**config.mk**
```make
export PLATFORM = sky130hd
export DESIGN_NAME = bcd_seg7_scan_driver
export DESIGN_NICKNAME = d
export VERILOG_FILES = /design/src/rtl/bcd_seg7_scan_driver.sv
export SDC_FILE = /design/constraint.sdc
export NUM_CORES = 1
export LEC_CHECK = 0
export CORE_ASPECT_RATIO = 0.7
export CORE_MARGIN = 2
export CORE_UTILIZATION = 55
export CTS_CLUSTER_DIAMETER = 60
export DETAILED_ROUTE_END_ITERATION = 8
export GPL_TIMING_DRIVEN = 0
export HOLD_SLACK_MARGIN = 0.03
export PLACE_DENSITY = 0.84
export SLEW_MARGIN = 10
export SYNTH_ARGS = -nofsm -noshare
export SYNTH_HDL_FRONTEND = slang
export SYNTH_SLANG_ARGS = --single-unit
export TNS_END_PERCENT = 10
```
**constraint.sdc**
```tcl
create_clock -name clk -period 7.4 [get_ports clk]
set_input_delay 2.22 -clock clk [delete_from_list [all_inputs] [get_ports clk]]
set_output_delay 2.22 -clock clk [all_outputs]
set_load 0.1 [all_outputs]
```
**src/rtl/bcd_seg7_scan_driver.sv**
```systemverilog
// bcd_seg7_scan_driver: two-digit multiplexed 7-segment scanner.
// Shadow/active digit copies, frame-aligned commit, dead-time gaps.
module bcd_seg7_scan_driver #(
  parameter int REFRESH_DIV        = 1000,
  parameter int BLANK_CYCLES       = 16,
  parameter bit BLANK_LEADING_ZERO = 1'b1,
  parameter bit SEG_ACTIVE_LOW     = 1'b0,
  parameter bit DIG_ACTIVE_LOW     = 1'b0
) (
  input  logic       clk,
  input  logic       rst,
  input  logic       enable,
  input  logic       load,
  input  logic [3:0] digit1_in,
  input  logic [3:0] digit0_in,
  output logic [6:0] seg_out,
  output logic [1:0] dig_sel,
  output logic       frame_done
);

  localparam int MAX_CNT =
    (REFRESH_DIV > BLANK_CYCLES) ?
    REFRESH_DIV : BLANK_CYCLES;
  localparam int TW = $clog2(MAX_CNT + 1);

  localparam bit HAS_GAP = (BLANK_CYCLES > 0);

  localparam logic [TW-1:0] SHOW_LAST =
    TW'(REFRESH_DIV - 1);
  localparam logic [TW-1:0] GAP_LAST =
    TW'(HAS_GAP ? BLANK_CYCLES - 1 : 0);

  localparam logic [6:0] SEG_OFF =
    SEG_ACTIVE_LOW ? 7'h7F : 7'h00;
  localparam logic [1:0] DIG_OFF =
    DIG_ACTIVE_LOW ? 2'b11 : 2'b00;

  typedef enum logic [2:0] {
    S_OFF,
    S_SHOW0,
    S_GAP0,
    S_SHOW1,
    S_GAP1
  } state_t;

  state_t        state;
  state_t        state_nxt;
  logic [TW-1:0] timer;
  logic [TW-1:0] timer_nxt;
  logic [7:0]    shadow;
  logic [7:0]    active;
  logic [7:0]    active_nxt;
  logic          show_end;
  logic          gap_end;
  logic          frame_start;
  logic          frame_wrap;
  logic [6:0]    seg_raw;
  logic [1:0]    dig_raw;
  logic [6:0]    seg_nxt;
  logic [1:0]    dig_nxt;
  logic          tens_blank;

  function automatic logic [6:0] decode(
    input logic [3:0] d
  );
    logic [6:0] s;
    case (d)
      4'd0:    s = 7'h3F;
      4'd1:    s = 7'h06;
      4'd2:    s = 7'h5B;
      4'd3:    s = 7'h4F;
      4'd4:    s = 7'h66;
      4'd5:    s = 7'h6D;
      4'd6:    s = 7'h7D;
      4'd7:    s = 7'h07;
      4'd8:    s = 7'h7F;
      4'd9:    s = 7'h6F;
      default: s = 7'h40;
    endcase
    return s;
  endfunction

  // next-state sequencing; enable low forces the display dark
  always_comb begin
    state_nxt = state;
    show_end  = (timer == SHOW_LAST);
    gap_end   = (timer == GAP_LAST);
    unique case (state)
      S_OFF:   state_nxt = S_SHOW0;
      S_SHOW0: begin
        if (show_end)
          state_nxt = HAS_GAP ? S_GAP0 : S_SHOW1;
      end
      S_GAP0: begin
        if (gap_end)
          state_nxt = S_SHOW1;
      end
      S_SHOW1: begin
        if (show_end)
          state_nxt = HAS_GAP ? S_GAP1 : S_SHOW0;
      end
      S_GAP1: begin
        if (gap_end)
          state_nxt = S_SHOW0;
      end
      default: state_nxt = S_OFF;
    endcase
    if (!enable)
      state_nxt = S_OFF;
  end

  // frame boundary detection and digit commit
  always_comb begin
    frame_start = (state_nxt == S_SHOW0) &&
                  (state != S_SHOW0);
    frame_wrap  = frame_start && (state != S_OFF);
    timer_nxt   = (state_nxt != state) ?
                  '0 : timer + TW'(1);
    active_nxt  = active;
    if (frame_start)
      active_nxt = load ?
        {digit1_in, digit0_in} : shadow;
  end

  // output image for the state being entered
  always_comb begin
    seg_raw    = 7'h00;
    dig_raw    = 2'b00;
    tens_blank = BLANK_LEADING_ZERO &&
                 (active_nxt[7:4] == 4'd0);
    unique case (state_nxt)
      S_SHOW0: begin
        seg_raw = decode(active_nxt[3:0]);
        dig_raw = 2'b01;
      end
      S_SHOW1: begin
        if (!tens_blank) begin
          seg_raw = decode(active_nxt[7:4]);
          dig_raw = 2'b10;
        end
      end
      default: begin
        seg_raw = 7'h00;
        dig_raw = 2'b00;
      end
    endcase
    seg_nxt = SEG_ACTIVE_LOW ? ~seg_raw : seg_raw;
    dig_nxt = DIG_ACTIVE_LOW ? ~dig_raw : dig_raw;
  end

  // shadow capture runs regardless of scan state
  always_ff @(posedge clk) begin
    if (rst)
      shadow <= '0;
    else if (load)
      shadow <= {digit1_in, digit0_in};
  end

  // scan FSM, committed digits and registered outputs
  always_ff @(posedge clk) begin
    if (rst) begin
      state      <= S_OFF;
      timer      <= '0;
      active     <= '0;
      seg_out    <= SEG_OFF;
      dig_sel    <= DIG_OFF;
      frame_done <= 1'b0;
    end else begin
      state      <= state_nxt;
      timer      <= timer_nxt;
      active     <= active_nxt;
      seg_out    <= seg_nxt;
      dig_sel    <= dig_nxt;
      frame_done <= frame_wrap;
    end
  end

endmodule

```
==> results_dict.tcl <==
set metrics [dict create \
    area_growth_pct 16.0 \
    synth.distinct_cells 58 \
    wl_met1_um 2650 \
    synthTopCellsByArea "dfxtp_1, nor2_1, ha_1, mux2i_1, o21ai_1" \
    clk_pin_slew_ns 0.07 \
    dr_wl_met3_um 510 \
    ir_worst_vdd_mv 0.130 \
    fin_util_pct 66.6 \
    place_inst 334 \
    dp_hpwl_um 4200 \
    route.antenna.remaining_nets 0 \
    syn_area_um2 2270 \
    finalSetupTns_ns 0 \
    clock_latency_ns 0.29 \
    holdCritPathClass "register to register" \
    synth-edff-count 0 \
    top_layer "met4" \
    stdcell_count 341 \
    cts_setup_buffers 0 \
    report.final.slew_viol_count 0 \
    crit_family "simple AND/OR/NAND/NOR gates" \
    yosys_warnings 0 \
    max_freq_mhz 183 \
    synth_top_area_share_pct 34.4 \
    worstPathArrival_ns 5.67 \
    ff_latch_area_um2 781 \
    drt_iter0_drc 161 \
    fin_crit_ns 5.47 \
    synthTopCellsByCount "nor2_1, dfxtp_1, nand2_1" \
    crit_path_start_kind "input pin" \
    gp_routability_congestion 0.995 \
    synth.avg_cell_area_um2 8.69 \
    die_x_um 80.7 \
    core_um2 3950 \
    grt_pass1_vias 1857 \
    max-cap-violations 0 \
    wl_per_cell_um 16.3 \
    synthArstFlopShare_pct 0 \
    grt_max_degree 12 \
    cts_tree "yes" \
    layout-drive-gt1-share_pct 11.4 \
    track_usage_pct 25.6 \
    n_antenna_cell 0 \
    stdcell_area_um2 2630 \
    cpMaxStageDelayCell "clkdlybuf4s50_1" \
    htreeDepth 2 \
    crit_top_cell "o21ai_1" \
    power_density_nw_per_um2 187 \
    viasPerCell 6.02 \
    start_util_pct 57.5 \
    die_h_um 57.7 \
    multi_input_area_um2 1380 \
    io-pin-count 22 \
    worst-path-buf-inv 4 \
    syn-instance-count 261 \
    antenna_found_initial 0 \
    row_count 19 \
    status "finished clean" \
    synthFlopType "dfxtp_1" \
    ctsResizeCount 0 \
    setup.worst_path.class "input pin to register" \
    yosysMostFrequentCell "nor2_1" \
    gr-total-overflow 0 \
    cp_cell_sequence "clkdlybuf4s50_1, or3b_2, nor4_4, or2_2, buf_6, buf_2, nand2_1, o21ai_1, inv_1, ha_1, nor4b_1, a31oi_1, o21ai_1, a21oi_1" \
    grt_first_pass_wirelength_um 9000 \
    cpPeakStageDelay_ns 0.57 \
    hold_violations 0 \
    holdBufCountCts 0 \
    cp_max_fo 10 \
    drc 0 \
    drt_first_pass_iters 5 \
    nNetsFinal 312 \
    worst_slew_pin_slew_ns 0.970 \
    wl_met2_um 2340 \
    root_buffer "clkbuf_8" \
    yosys.area.top_type "dfxtp_1" \
    portBuffers 21 \
    clockBufferDepth 2 \
    die_area_um2 4660 \
    clock-sinks 39 \
    num-fill-cells 320 \
    end_kind "register" \
    post_dp_cell_area_um2 2540 \
    slew_headroom_pct 35.1 \
    leakage_nw 1.01 \
    yosysSeqAreaShare_pct 34.4 \
    finalSetupViolCount 0 \
    totalWireLength_um 5570 \
    synth_nets 284 \
    vias 2052 \
    rsz0062_at_grt "false" \
    synth-seq-cells 39 \
    clock_skew_ns 0.00192 \
    cts_made_buffers 5 \
    worst_ep_required_time_ns 7.60 \
    min_period_over_period_pct 73.9 \
]
-- metal layers --
metal | up-vias | track usage, %
met5 | - | 0
met4 | 0 | 7.26
met3 | 8 | 6.23
met2 | 103 | 37.5
met1 | 950 | 37.5
li1 | 991 | -
-- worst register-to-register path, stage by stage (launching register included) --
cell and delay, ns:
dfxtp_1 0.30, clkbuf_1 0.18, or3b_2 0.53, nor4_4 0.33, or2_2 0.22, buf_6 0.16
buf_2 0.25, nand2_1 0.11, o21ai_1 0.22, inv_1 0.14, ha_1 0.24, nor4b_1 0.16
a31oi_1 0.22, o21ai_1 0.09, a21oi_1 0.24
-- per-stage QoR --
step	hold slack (ns)	power, mW	worst slack (ns)
global route	0.483	0.516	1.76
detailed placement	0.437	0.348	1.69
finish	0.451	0.492	1.93
floorplan	0.413	0.316	2.68
CTS	0.454	0.490	1.98
global placement	0.425	0.346	1.75
-- power by group --
part	switching, mW	total [mW]	internal (mW)	leakage (nW)
Clock	0.0723	0.145	0.0731	0.0470
Combinational	0.0761	0.120	0.0439	0.644
Sequential	0.00724	0.227	0.219	0.319
Total	0.156	0.492	0.336	1.01
-- flip-flops by register name (all words and copies together), names as in the netlist --
signal / cells
frame_done: 1
active: 8
seg_out: 7
shadow: 8
dig_sel: 2
timer: 10
state: 3
-- layout by cell type, fill, tap and decap left out, types with 6 or more instances in the layout --
cell / count
o21ai_0: 7
inv_1: 12
mux2i_1: 9
clkbuf_8: 6
nor2_1: 40
xnor2_1: 6
dfxtp_1: 39
nor3_1: 11
ha_1: 11
o21ai_1: 12
clkdlybuf4s50_1: 21
a21oi_1: 10
nand2_1: 16
-- kinds of logic after synthesis --
group / after synthesis / share of synthesized area, %
and+or+nand+nor: 104 / 23.8
adders and majority gates: 11 / 6.07
DFF: 39 / 34.4
muxes: 15 / 7.45
buffers and inverters: 23 / 4.58
AOI/OAI and AO/OA: 61 / 20.6
xor gates and xnor gates: 8 / 3.09
-- final timing paths --
check	start	slack, ns	endpoint	depth (start not counted)
worst max-delay path	enable	1.93	seg_out[2]	14
worst min-delay path	timer[0]	0.45	timer[0]	1
worst max register to register	state[1]	3.91	seg_out[2]	14
worst min register to register	timer[0]	0.45	timer[0]	1
-- final cells by class --
class	count	area share, %
clock inverter	1	0.190
multi-input combinational	199	52.6
timing repair buffer	21	7.99
sequential	39	29.7
clock buffer	6	3.14
inverter	13	1.86
tap	52	2.47
buffer	10	2.09
(Power assumes the default switching activity.)
